## src/rtl/aurora_frame_gen.sv

```systemverilog
// Aurora TX frame generator: header word plus LFSR payload on a 32-bit AXI4-Stream
// user interface, with a programmable idle gap between frames and abort on channel loss.
module aurora_frame_gen #(
  parameter int unsigned MAX_WORDS  = 64,
  parameter int unsigned GAP_CYCLES = 4,
  parameter logic [15:0] LFSR_SEED  = 16'hABE1
) (
  input  logic        USER_CLK,
  input  logic        RESET_N,
  input  logic        CHANNEL_UP,
  input  logic        ENABLE,
  input  logic [7:0]  FRAME_LEN,
  input  logic [0:3]  LAST_KEEP,
  output logic [0:31] tx_data,
  output logic        tx_tvalid,
  input  logic        tx_tready,
  output logic [0:3]  tx_tkeep,
  output logic        tx_tlast,
  output logic        frame_start,
  output logic        busy,
  output logic [31:0] frame_count
);

  typedef enum logic [1:0] {StIdle, StHdr, StPay, StGap} state_e;

  localparam logic [7:0] MaxLen = 8'(MAX_WORDS);
  localparam int unsigned GapW = (GAP_CYCLES > 1) ? $clog2(GAP_CYCLES) : 1;
  localparam logic [GapW-1:0] GapLast = GapW'((GAP_CYCLES > 0) ? GAP_CYCLES - 1 : 0);

  state_e          r_state, w_state_nxt;
  logic [15:0]     r_lfsr, w_lfsr_nxt;
  logic [7:0]      r_seq, w_seq_nxt;
  logic [7:0]      r_len, w_len_nxt;
  logic [7:0]      r_beat, w_beat_nxt;
  logic [GapW-1:0] r_gap, w_gap_nxt;
  logic [31:0]     r_count, w_count_nxt;
  logic [31:0]     r_data, w_data_nxt;
  logic [3:0]      r_keep, w_keep_nxt;
  logic            r_valid, w_valid_nxt;
  logic            r_last, w_last_nxt;
  logic            r_fs, w_fs_nxt;
  logic            r_busy, w_busy_nxt;

  logic            w_hs;
  logic [15:0]     w_lfsr_step;
  logic [7:0]      w_len;
  logic [3:0]      w_last_keep;
  logic            w_next_is_last;

  assign w_hs        = r_valid & tx_tready;
  // x^16 + x^15 + x^13 + x^4 + 1, shifting left, feedback into bit 0
  assign w_lfsr_step = {r_lfsr[14:0], r_lfsr[15] ^ r_lfsr[14] ^ r_lfsr[12] ^ r_lfsr[3]};
  assign w_last_keep = (LAST_KEEP == 4'h0) ? 4'hF : LAST_KEEP;
  assign w_next_is_last = ((r_beat + 8'd1) == r_len);

  // Clamp the requested payload length into 1..MAX_WORDS
  always_comb begin
    if (FRAME_LEN == 8'd0) begin
      w_len = 8'd1;
    end else if (FRAME_LEN > MaxLen) begin
      w_len = MaxLen;
    end else begin
      w_len = FRAME_LEN;
    end
  end

  // Next-state and next-output logic; every output is registered from these values
  always_comb begin
    w_state_nxt = r_state;
    w_lfsr_nxt  = r_lfsr;
    w_seq_nxt   = r_seq;
    w_len_nxt   = r_len;
    w_beat_nxt  = r_beat;
    w_gap_nxt   = r_gap;
    w_count_nxt = r_count;
    w_data_nxt  = r_data;
    w_keep_nxt  = r_keep;
    w_valid_nxt = r_valid;
    w_last_nxt  = r_last;
    w_busy_nxt  = r_busy;
    w_fs_nxt    = 1'b0;

    if (r_state != StIdle && !CHANNEL_UP) begin
      // Abort: a tlast accepted on this same edge still counts
      if (r_state == StPay && w_hs && r_last) begin
        w_count_nxt = r_count + 32'd1;
        w_seq_nxt   = r_seq + 8'd1;
      end
      w_state_nxt = StIdle;
      w_lfsr_nxt  = LFSR_SEED;
      w_valid_nxt = 1'b0;
      w_data_nxt  = 32'h0;
      w_keep_nxt  = 4'h0;
      w_last_nxt  = 1'b0;
      w_busy_nxt  = 1'b0;
    end else begin
      unique case (r_state)
        StIdle: begin
          if (ENABLE && CHANNEL_UP) begin
            w_state_nxt = StHdr;
            w_len_nxt   = w_len;
            w_valid_nxt = 1'b1;
            w_data_nxt  = {8'hA5, r_seq, 8'h00, w_len};
            w_keep_nxt  = 4'hF;
            w_last_nxt  = 1'b0;
            w_busy_nxt  = 1'b1;
          end
        end
        StHdr: begin
          if (w_hs) begin
            w_state_nxt = StPay;
            w_fs_nxt    = 1'b1;
            w_beat_nxt  = 8'd1;
            w_data_nxt  = {r_lfsr, ~r_lfsr};
            w_last_nxt  = (r_len == 8'd1);
            w_keep_nxt  = (r_len == 8'd1) ? w_last_keep : 4'hF;
          end
        end
        StPay: begin
          if (w_hs) begin
            w_lfsr_nxt = w_lfsr_step;
            if (r_last) begin
              w_count_nxt = r_count + 32'd1;
              w_seq_nxt   = r_seq + 8'd1;
              w_valid_nxt = 1'b0;
              w_data_nxt  = 32'h0;
              w_keep_nxt  = 4'h0;
              w_last_nxt  = 1'b0;
              w_gap_nxt   = '0;
              if (GAP_CYCLES == 0) begin
                w_state_nxt = StIdle;
                w_busy_nxt  = 1'b0;
              end else begin
                w_state_nxt = StGap;
              end
            end else begin
              w_beat_nxt = r_beat + 8'd1;
              w_data_nxt = {w_lfsr_step, ~w_lfsr_step};
              w_last_nxt = w_next_is_last;
              w_keep_nxt = w_next_is_last ? w_last_keep : 4'hF;
            end
          end
        end
        StGap: begin
          if (r_gap == GapLast) begin
            w_state_nxt = StIdle;
            w_busy_nxt  = 1'b0;
          end else begin
            w_gap_nxt = r_gap + 1'b1;
          end
        end
        default: begin
          w_state_nxt = StIdle;
        end
      endcase
    end
  end

  // State and output registers
  always_ff @(posedge USER_CLK or negedge RESET_N) begin
    if (!RESET_N) begin
      r_state <= StIdle;
      r_lfsr  <= LFSR_SEED;
      r_seq   <= 8'd0;
      r_len   <= 8'd0;
      r_beat  <= 8'd0;
      r_gap   <= '0;
      r_count <= 32'd0;
      r_data  <= 32'h0;
      r_keep  <= 4'h0;
      r_valid <= 1'b0;
      r_last  <= 1'b0;
      r_fs    <= 1'b0;
      r_busy  <= 1'b0;
    end else begin
      r_state <= w_state_nxt;
      r_lfsr  <= w_lfsr_nxt;
      r_seq   <= w_seq_nxt;
      r_len   <= w_len_nxt;
      r_beat  <= w_beat_nxt;
      r_gap   <= w_gap_nxt;
      r_count <= w_count_nxt;
      r_data  <= w_data_nxt;
      r_keep  <= w_keep_nxt;
      r_valid <= w_valid_nxt;
      r_last  <= w_last_nxt;
      r_fs    <= w_fs_nxt;
      r_busy  <= w_busy_nxt;
    end
  end

  assign tx_data     = r_data;
  assign tx_tvalid   = r_valid;
  assign tx_tkeep    = r_keep;
  assign tx_tlast    = r_last;
  assign frame_start = r_fs;
  assign busy        = r_busy;
  assign frame_count = r_count;

endmodule

```

## config.mk

```make
export PLATFORM = sky130hd
export DESIGN_NAME = aurora_frame_gen
export DESIGN_NICKNAME = d
export VERILOG_FILES = /design/src/rtl/aurora_frame_gen.sv
export SDC_FILE = /design/constraint.sdc
export NUM_CORES = 1
export LEC_CHECK = 0
export BUFFER_PORTS_ARGS = -buffer_cell sky130_fd_sc_hd__buf_2
export CORE_ASPECT_RATIO = 0.5
export CORE_MARGIN = 5
export CORE_UTILIZATION = 35
export DETAILED_ROUTE_END_ITERATION = 16
export HOLD_SLACK_MARGIN = 0.12
export SLEW_MARGIN = 10
export SYNTH_ARGS = -nofsm -noshare
export SYNTH_HDL_FRONTEND = slang
export SYNTH_SLANG_ARGS = --single-unit
```

## constraint.sdc

```tcl
create_clock -name USER_CLK -period 5.15 [get_ports USER_CLK]
set_input_delay 1.03 -clock USER_CLK [delete_from_list [all_inputs] [get_ports USER_CLK]]
set_output_delay 1.03 -clock USER_CLK [all_outputs]
set_load 0.02 [all_outputs]
```

# ---- After elaboration in Yosys (flattened, before gate mapping)
# Index checks and enable logic that the tools add are counted.
dict set report classes {
  n_eq_ne 17
  addsub 4
  reduce_logical 26
  bitwise 7
  order_cmp 1
  n_div 0
  shift 0
  mux 62
  mul 0
}
# cell n
set ops {}
lappend ops {{two-way mux 32 bit} 10}
lappend ops {{case mux 32 bit (3 select lines)} 1}
lappend ops {{two-way mux 8 bit} 10}
lappend ops {{two-way mux 16 bit} 3}
lappend ops {{adder 32 x 1 -> 32 bit, second input constant} 1}
lappend ops {{two-way mux 4 bit} 8}
lappend ops {{inverter 16 bit} 2}
lappend ops {{two-way mux 2 bit} 9}
lappend ops {{adder 8 x 1 -> 8 bit, second input constant} 2}
lappend ops {{case mux 8 bit (2 select lines)} 1}
lappend ops {{inequality test 3 bit, second input constant} 5}
lappend ops {{AND reduction 5 bit} 3}
lappend ops {{two-way mux 1 bit} 14}
lappend ops {{case mux 4 bit (3 select lines)} 1}
lappend ops {{AND reduction 4 bit} 3}
lappend ops {{nonzero test 2 bit} 6}
lappend ops {{inequality test 2 bit, second input constant} 5}
lappend ops {{== test 8 x 1 -> 1 bit, second input constant} 1}
lappend ops {{== test 8 bit} 1}
lappend ops {{greater-than comparator 8 x 7 -> 1 bit, second input constant} 1}
lappend ops {{zero test 8 bit} 1}
lappend ops {{case mux 2 bit (4 select lines)} 1}
lappend ops {{== test 2 bit, second input constant} 3}
lappend ops {{AND reduction 3 bit} 2}
lappend ops {{other kinds (16)} 23}
dict set report word_totals {
  mem_count 0
  ramBits 0
  latch_bits 0
  wordCells 130
  ff_bits 116
  rom_bits 0
  input_bits 17
  output_inout_bits 72
}

# ---- Logic depth before layout (Yosys ltp)
# Gate-level depths: netlist of run 1.
dict set report depth {
  ltp_word 8
  mapped_depth 10
  mapped_depth_nobuf 8
}

# ---- Worst setup path after synthesis of run 1
# OpenSTA, ideal clock, no wires.
dict set report synth_path {
  path_kind {input port to flip-flop}
  from {in tx_tready}
  to {reg r_count[31], in the netlist frame_count[31]}
  t_arrival_ns 2.439
  stages 9
  setup_time_ns 0.129
  slack_ns 2.583
  n_path_buf 3
  t_required_ns 5.021
  cell_sequence {buf_4 > and3_1 > buf_4 > nand2_4 > nor4_4 > and3_1 > buf_6 > nand4_4 > xnor2_2}
}
dict set report synth_between {
  elab_chain_len 5
  elab_cells_between_ends 6
  cone_classes {eq/ne: 1; bitwise: 1; reduce/logical: 4}
}
# item line
set synth_lines {}
lappend synth_lines {{start: declaration} 16} ;# input logic tx_tready,
lappend synth_lines {{AND 1 bit *} 50} ;# assign w_hs = r_valid & tx_tready;
lappend synth_lines {{logical AND 1 bit (2 in a row)} 85} ;# if (r_state == StPay && w_hs && r_last) begin
lappend synth_lines {{inequality test 2 x 1 -> 1 bit (no line)} n/a}
lappend synth_lines {{AND reduction 4 bit (no line) *} n/a}
lappend synth_lines {{end signal: assignment} 182} ;# r_count <= w_count_nxt;
lappend synth_lines {{end: declaration} 36} ;# logic [31:0] r_count, w_count_nxt;
# Mark *: on every way between the ends. The rest lies on a longest branch, timed or not.
# A chain may end at the register's enable or synchronous reset.

# ---- Final worst setup path of run 1
dict set report layout_path {
  from {reg r_state[0]}
  to {reg r_count[31], in the netlist frame_count[31]}
}
dict set report layout_between {
  elab_chain_len 5
  elab_cells_between_ends 11
  cone_classes {eq/ne: 2; mux: 1; reduce/logical: 8}
}
# item line
set layout_lines {}
lappend layout_lines {{start: declaration} 30} ;# state_e r_state, w_state_nxt;
lappend layout_lines {{start signal: assignment} 162} ;# r_state <= StIdle;
lappend layout_lines {{start signal: assignment} 176} ;# r_state <= w_state_nxt;
lappend layout_lines {{== test 2 bit} {85, 97}}
lappend layout_lines {{logical AND 1 bit (2 in a row)} 85}
lappend layout_lines {{inequality test 2 x 1 -> 1 bit (no line)} n/a}
lappend layout_lines {{AND reduction 4 bit (no line)} n/a}
# Parallel ways exist; a longest one is shown, timed or not.

==> results of run 1 <==
[stage by stage]
stage	util, %	cells	total power, mW	hold WS [ps]	cell area, um^2
after floorplan	-	616	2.19	446	5860
after global placement	39.3	895	2.57	467	6440
after detailed placement	39.3	895	2.58	467	6440
after CTS	43.0	927	3.80	482	7040
after global routing	43.0	927	4.03	499	7040
final	43.0	927	3.77	477	7040
[kinds of logic (layout without fill, tap and decap cells)]
logic type	Yosys count	in the layout	synth area share (%)
compound gates	158	158	17.1
xor+xnor	50	50	7.61
fa+ha+maj	8	8	1.71
buf+inv	51	135	3.87
flops	116	116	49.8
mux	1	1	0.171
simple gates	232	232	19.8
[layout make-up]
type / instances / area, um^2
clock buffers: 17 / 425
clock inverters: 15 / 173
fillers: 1608 / 9350
inverters: 7 / 26.3
multi-input cells: 449 / 2720
flip-flops and latches: 116 / 2910
well taps: 227 / 284
repair buffers: 96 / 503
[worst max-delay path, delay by kind of cell, from the launching register on]
kind	cells	cell delay (ps)
flops	1	410
buf+inv	1	100
simple gates	5	1910
fa+ha+maj	1	400
xor+xnor	1	150
[synth_stat cells, types with 8 or more instances]
| cell | count | area [um^2] |
|---|---|---|
| and3_1 | 8 | 50.1 |
| o22ai_1 | 20 | 125 |
| o31ai_1 | 12 | 90.1 |
| nand2_1 | 121 | 454 |
| xnor2_1 | 38 | 333 |
| clkbuf_1 | 26 | 97.6 |
| nor3_1 | 10 | 50.1 |
| a22o_1 | 12 | 105 |
| a21oi_1 | 31 | 155 |
| nand4_1 | 10 | 62.6 |
| xor2_1 | 11 | 96.3 |
| o21ai_0 | 44 | 220 |
| a22oi_1 | 13 | 97.6 |
| dfrtp_1 | 107 | 2680 |
| dfstp_2 | 9 | 236 |
| nand3_1 | 24 | 120 |
| o211ai_1 | 8 | 60.1 |
| nor2_1 | 20 | 75.1 |
| ha_1 | 8 | 100 |
[sequential cells by signal, indices dropped and copies added (netlist names)]
register,flops
r_state,2
frame_count,32
r_len,8
tx_tvalid,1
r_seq,8
busy,1
frame_start,1
tx_tlast,1
r_beat,8
r_lfsr,16
tx_data,32
r_gap,2
tx_tkeep,4
[metal layers]
metal,up-vias,share of wire (%),global-route usage (%)
met2,131,44,25.1
met3,10,5.5,3.82
met5,-,0,0
met1,2368,49,22.9
li1,2337,-,-
met4,0,1.0,4.57
[worst paths after layout]
path,start,end,slack (ps),cells past startpoint
worst max-delay path,r_state[0],frame_count[31],2070,8
worst min-delay path,tx_data[12],tx_data[12],480,2
worst max register to register,r_state[0],frame_count[31],2070,8
worst min register to register,tx_data[12],tx_data[12],480,2
max in group asynchronous,RESET_N,frame_count[25],3530,2
min in group asynchronous,RESET_N,tx_tkeep[0],650,1
[power groups by stage]
stage                     combinational [mW]  clock (mW)  sequential [mW]
after floorplan                        0.857           0             1.33
after global placement                  1.32           0             1.25
after detailed placement                1.32           0             1.26
after CTS                               1.33        1.22             1.25
after global routing                    1.49        1.27             1.27
final                                   1.32        1.20             1.25
==> metrics.md, run 1 <==
| Metric | Value |
|---|---|
| Total gr overflow | 0 |
| Largest net degree at the start of global routing | 52 |
| Critical path's largest stage delay | 660 ps |
| Vias per cell | 5.23 |
| Net Switching | 1.49 mW |
| Final ANT Viol Nets | 0 |
| RSZ-0062 raised after global routing | false |
| Ant. Diodes | 0 |
| Syn Inst Count | 616 |
| GRT Overall Usage | 16.2% |
| I/O Pins | 89 |
| Die area | 19600 um^2 |
| Slew HR | 52.6% |
| Initial core utilization | 35.7% |
| Warnings from Yosys | 0 |
| Post_cts resized | 0 |
| Worst-path maximum fanout | 16 |
| Die X | 193 um |
| Status | finished, final reports clean |
| Element type at the critical path start | register |
| Worst-path clk slew | 60 ps |
| Top cell by count, worst path | and3_1 |
| Post-Place Worst Slack | 1850 ps |
| Worst slew pin tran | 712 ps |
| Post-synthesis cell type count | 57 |
| Final min period | 3080 ps |
| Number of max-cap violations | 0 |
| Combinational Power Share | 35.0% |
| First-pass GRT wire length | 25000 um |
| Area grow syn2layout | 20.3% |
| Post-synthesis sequential area ratio | 49.8% |
| Postcts setup bufs | 0 |
| TritonCTS buffer count | 17 |
| Sequential power share | 33.1% |
| Mean area per synthesized cell | 9.51 um^2 |
| Via count | 4846 |
| Critical Path End Type | register |
| Drc violations | 0 |
| PD cells | 535 nW/um^2 |
| Synth Net Count | 641 |
| Commonest non-fill, non-tap cell in the layout | nand2_1 |
| NumNets Final | 712 |
| Avg WL per Cell | 16.4 um |
| Drt first pass iters | 6 |
| Critical-path top delay cell | and3_1 |
| Setup Viol. Count Final | 0 |
| Post-Route Setup TNS | 0 ps |
| Initial antenna violation count | 0 |
| Final worst path period share | 59.8% |
| Crit-path cells | inv_1, ha_1, and3_1, nand2_4, nor4_4, and3_1, nand4_4, xnor2_2 |
| Critical path type | register to register |
| Post-DP HPWL | 10500 um |
| I/O Buffers | 88 |
| Sw Ratio | 39.6% |
| Worst-Skew Late Latency | 410 ps |
| Final Max Tran Viols | 0 |
| CTS Hold Bufs | 0 |
| Fin worst setup slack | 2070 ps |
| Vias in the first global route | 4760 |
| Gpl congestion | 0.848 |
| Clk root buf | clkbuf_16 |
| Post-synth EDFFs | 0 |
| Mapped cell area | 5860 um^2 |
| P_int | 2.28 mW |
| Synth Register Bits | 116 |
| H-tree levels | 4 |
| Clk_skew | 11.2 ps |
| Most frequent cells in the layout | 121 x nand2_1, 107 x dfrtp_1, 87 x buf_2 |
| Layout cells sized above 1 | 21.7% |
| Site row count | 33 |
| Ys flop type | dfrtp_1 |
| Core ar. | 16400 um^2 |
| Asr flop ratio synth | 100% |
| Clock power share | 31.9% |
| Final Hold Vio Count | 0 |
| Static Leakage | 3.34 nW |
| DRT iter0 DRCs | 335 |
| Worst Path Arrival | 3370 ps |
| CTS Buffer Depth | 2 |
| Clock Sinks | 116 |
| Worst vdd ir | 0.299 mV |
| WP data required | 5440 ps |
| CTS tree | done |
| Hold crit path type | register to register |
| F_max | 0.325 GHz |
| WL final | 15200 um |
| Chip Height | 101 um |
Note: power is estimated with default switching activity, not from simulation.
==> inputs of run 2 (changes only) <==
Clock period 5.15 ns to 3 ns, I/O delays scaled along.
==> run 2 against run 1 <==
Die area stayed put. Total power is 73% higher. Sequential power is 70% higher. Via count is 0.12% lower. Count of clock-buffer cells in the layout stayed put. Flip-flop and latch count stayed put. Final area is 0.92% higher. Critical endpoint unchanged. Highest routed layer unchanged.
==> metrics.md, run 2 (same netlist as run 1, synthesis figures left out) <==
| Metric | Value |
|---|---|
| Final min period | 2530 ps |
| Die area | 19600 um^2 |
| CTS tree | done |
| Top cell by count, worst path | and3_1 |
| WL final | 15100 um |
| Ant. Diodes | 0 |
| CTS Hold Bufs | 0 |
| Post_cts resized | 0 |
| GRT Overall Usage | 16.1% |
| Crit path buf inv count | 1 |
| Gpl congestion | 0.821 |
| Status | finished, final reports clean |
| Initial core utilization | 35.7% |
| Critical Path End Type | register |
| Clock Sinks | 116 |
| Worst slew pin tran | 716 ps |
| Most frequent cells in the layout | 121 x nand2_1, 107 x dfrtp_1, 87 x buf_2 |
| Sequential cell area | 2910 um^2 |
| Worst-path maximum fanout | 12 |
| WP data required | 3300 ps |
| Final Max Tran Viols | 0 |
| Core ar. | 16400 um^2 |
| Tot Pwr | 6.52 mW |
| Clk_skew | 12.0 ps |
| Number of max-cap violations | 0 |
| Static Leakage | 3.39 nW |
| Worst-Skew Late Latency | 410 ps |
| I/O Buffers | 88 |
| TritonCTS buffer count | 17 |
| Hold crit path type | input port to async pin |
| Crit path launch | r_state[0] |
| Post-DP HPWL | 10500 um |
| Critical-path top delay cell | and3_1 |
| Clk root buf | clkbuf_16 |
| Initial antenna violation count | 0 |
| Element type at the critical path start | register |
| DRT iter0 DRCs | 277 |
| Reg2Reg Depth | 8 |
| Drt first pass iters | 5 |
| Drc violations | 0 |
| Chip Height | 101 um |
| Largest delay share family, worst path | simple AND/OR/NAND/NOR gates |
| Layout filler cell count | 1625 |
| Post-Route Setup TNS | 0 ps |
| Layout cells sized above 1 | 22.4% |
| Setup Viol. Count Final | 0 |
| Reg-to-Reg Start | r_state[0] |
| Worst Path Arrival | 2830 ps |
| Avg WL per Cell | 16.2 um |
| Final worst path period share | 84.4% |
| Multi-input combinational cell area | 2720 um^2 |
| RSZ-0062 raised after global routing | false |
| H-tree levels | 4 |
| Slew HR | 52.3% |
| Total gr overflow | 0 |
| Critical path type | register to register |
| Area grow syn2layout | 21.4% |
| Final Hold Vio Count | 0 |
| Via count | 4840 |
| Postcts setup bufs | 0 |
| I/O Pins | 89 |
| Critical path's largest stage delay | 490 ps |
| Vias per cell | 5.19 |
| Commonest non-fill, non-tap cell in the layout | nand2_1 |
| NumNets Final | 718 |
| Reg2reg end | frame_count[31] |
| Vias in the first global route | 4808 |
| PD cells | 917 nW/um^2 |
| CTS Buffer Depth | 2 |
| R2R Setup Slk | 470 ps |
| Largest net degree at the start of global routing | 59 |
| Worst-path clk slew | 60 ps |
| Die X | 193 um |
| Worst vdd ir | 0.396 mV |
| First-pass GRT wire length | 25200 um |
| Final ANT Viol Nets | 0 |
| Crit-path cells | inv_1, ha_1, and3_1, nand2_4, nor4_4, and3_1, nand4_4, xnor2_2 |
| Site row count | 33 |
| F_max | 0.395 GHz |
[run 2: cell count changes in the layout (fill, tap and decap cells not counted)]
cell / change
inv_6: +2
clkinv_4: +1
inv_8: +1
buf_4: +5
clkinvlp_4: -4
buf_12: +1
[run 2: how the worst max path moves through the flow]
stage / end / slack (ps) / cells past startpoint
3_5_place_dp: frame_count[31] / 450 / 8
3_3_place_gp: frame_count[31] / 510 / 8
6_report: frame_count[31] / 470 / 8
2_1_floorplan: frame_count[31] / 860 / 9
4_1_cts: frame_count[31] / 440 / 8
5_1_grt: frame_count[23] / 200 / 8
[run 2: per-layer routing]
layer	global-route usage (%)	wire length [um]	vias to the layer above
met1	22.4	7250	2381
met4	4.40	131	0
met2	24.5	6850	109
li1	-	-	2342
met3	5.17	885	8
met5	0	0	-
[run 2: per-stage QoR]
step	area [um^2]	utilization [%]	cells	setup slack [ps]	hold WS, ps
floorplan	5860	-	616	863	304
global placement	6500	39.7	901	506	463
detailed placement	6500	39.7	901	452	463
CTS	7110	43.4	933	438	151
global route	7110	43.4	933	196	178
finish	7110	43.4	933	467	157
[run 2: cell type report]
cell class              count  share of cell area (%)
flip-flops and latches    116                    41.0
multi-input cells         449                    38.2
repair buffers            102                    7.89
clock buffers              17                    5.99
well taps                 227                    4.00
clock inverters            15                    2.54
inverters                   7                   0.370
[run 2: power breakdown]
group          total [mW]  internal, mW  switching (mW)
registers            2.12          1.86           0.254
clock network        2.09          1.26           0.830
logic                2.31         0.827            1.49
[run 2: worst register-to-register path, delay by kind of cell, from the launching register on]
| family | cells | cell delay (ps) |
|---|---|---|
| xor gates and xnor gates | 1 | 150 |
| adders and majority gates | 1 | 350 |
| buffers and inverters | 1 | 90 |
| DFF | 1 | 410 |
| and+or+nand+nor | 5 | 1430 |
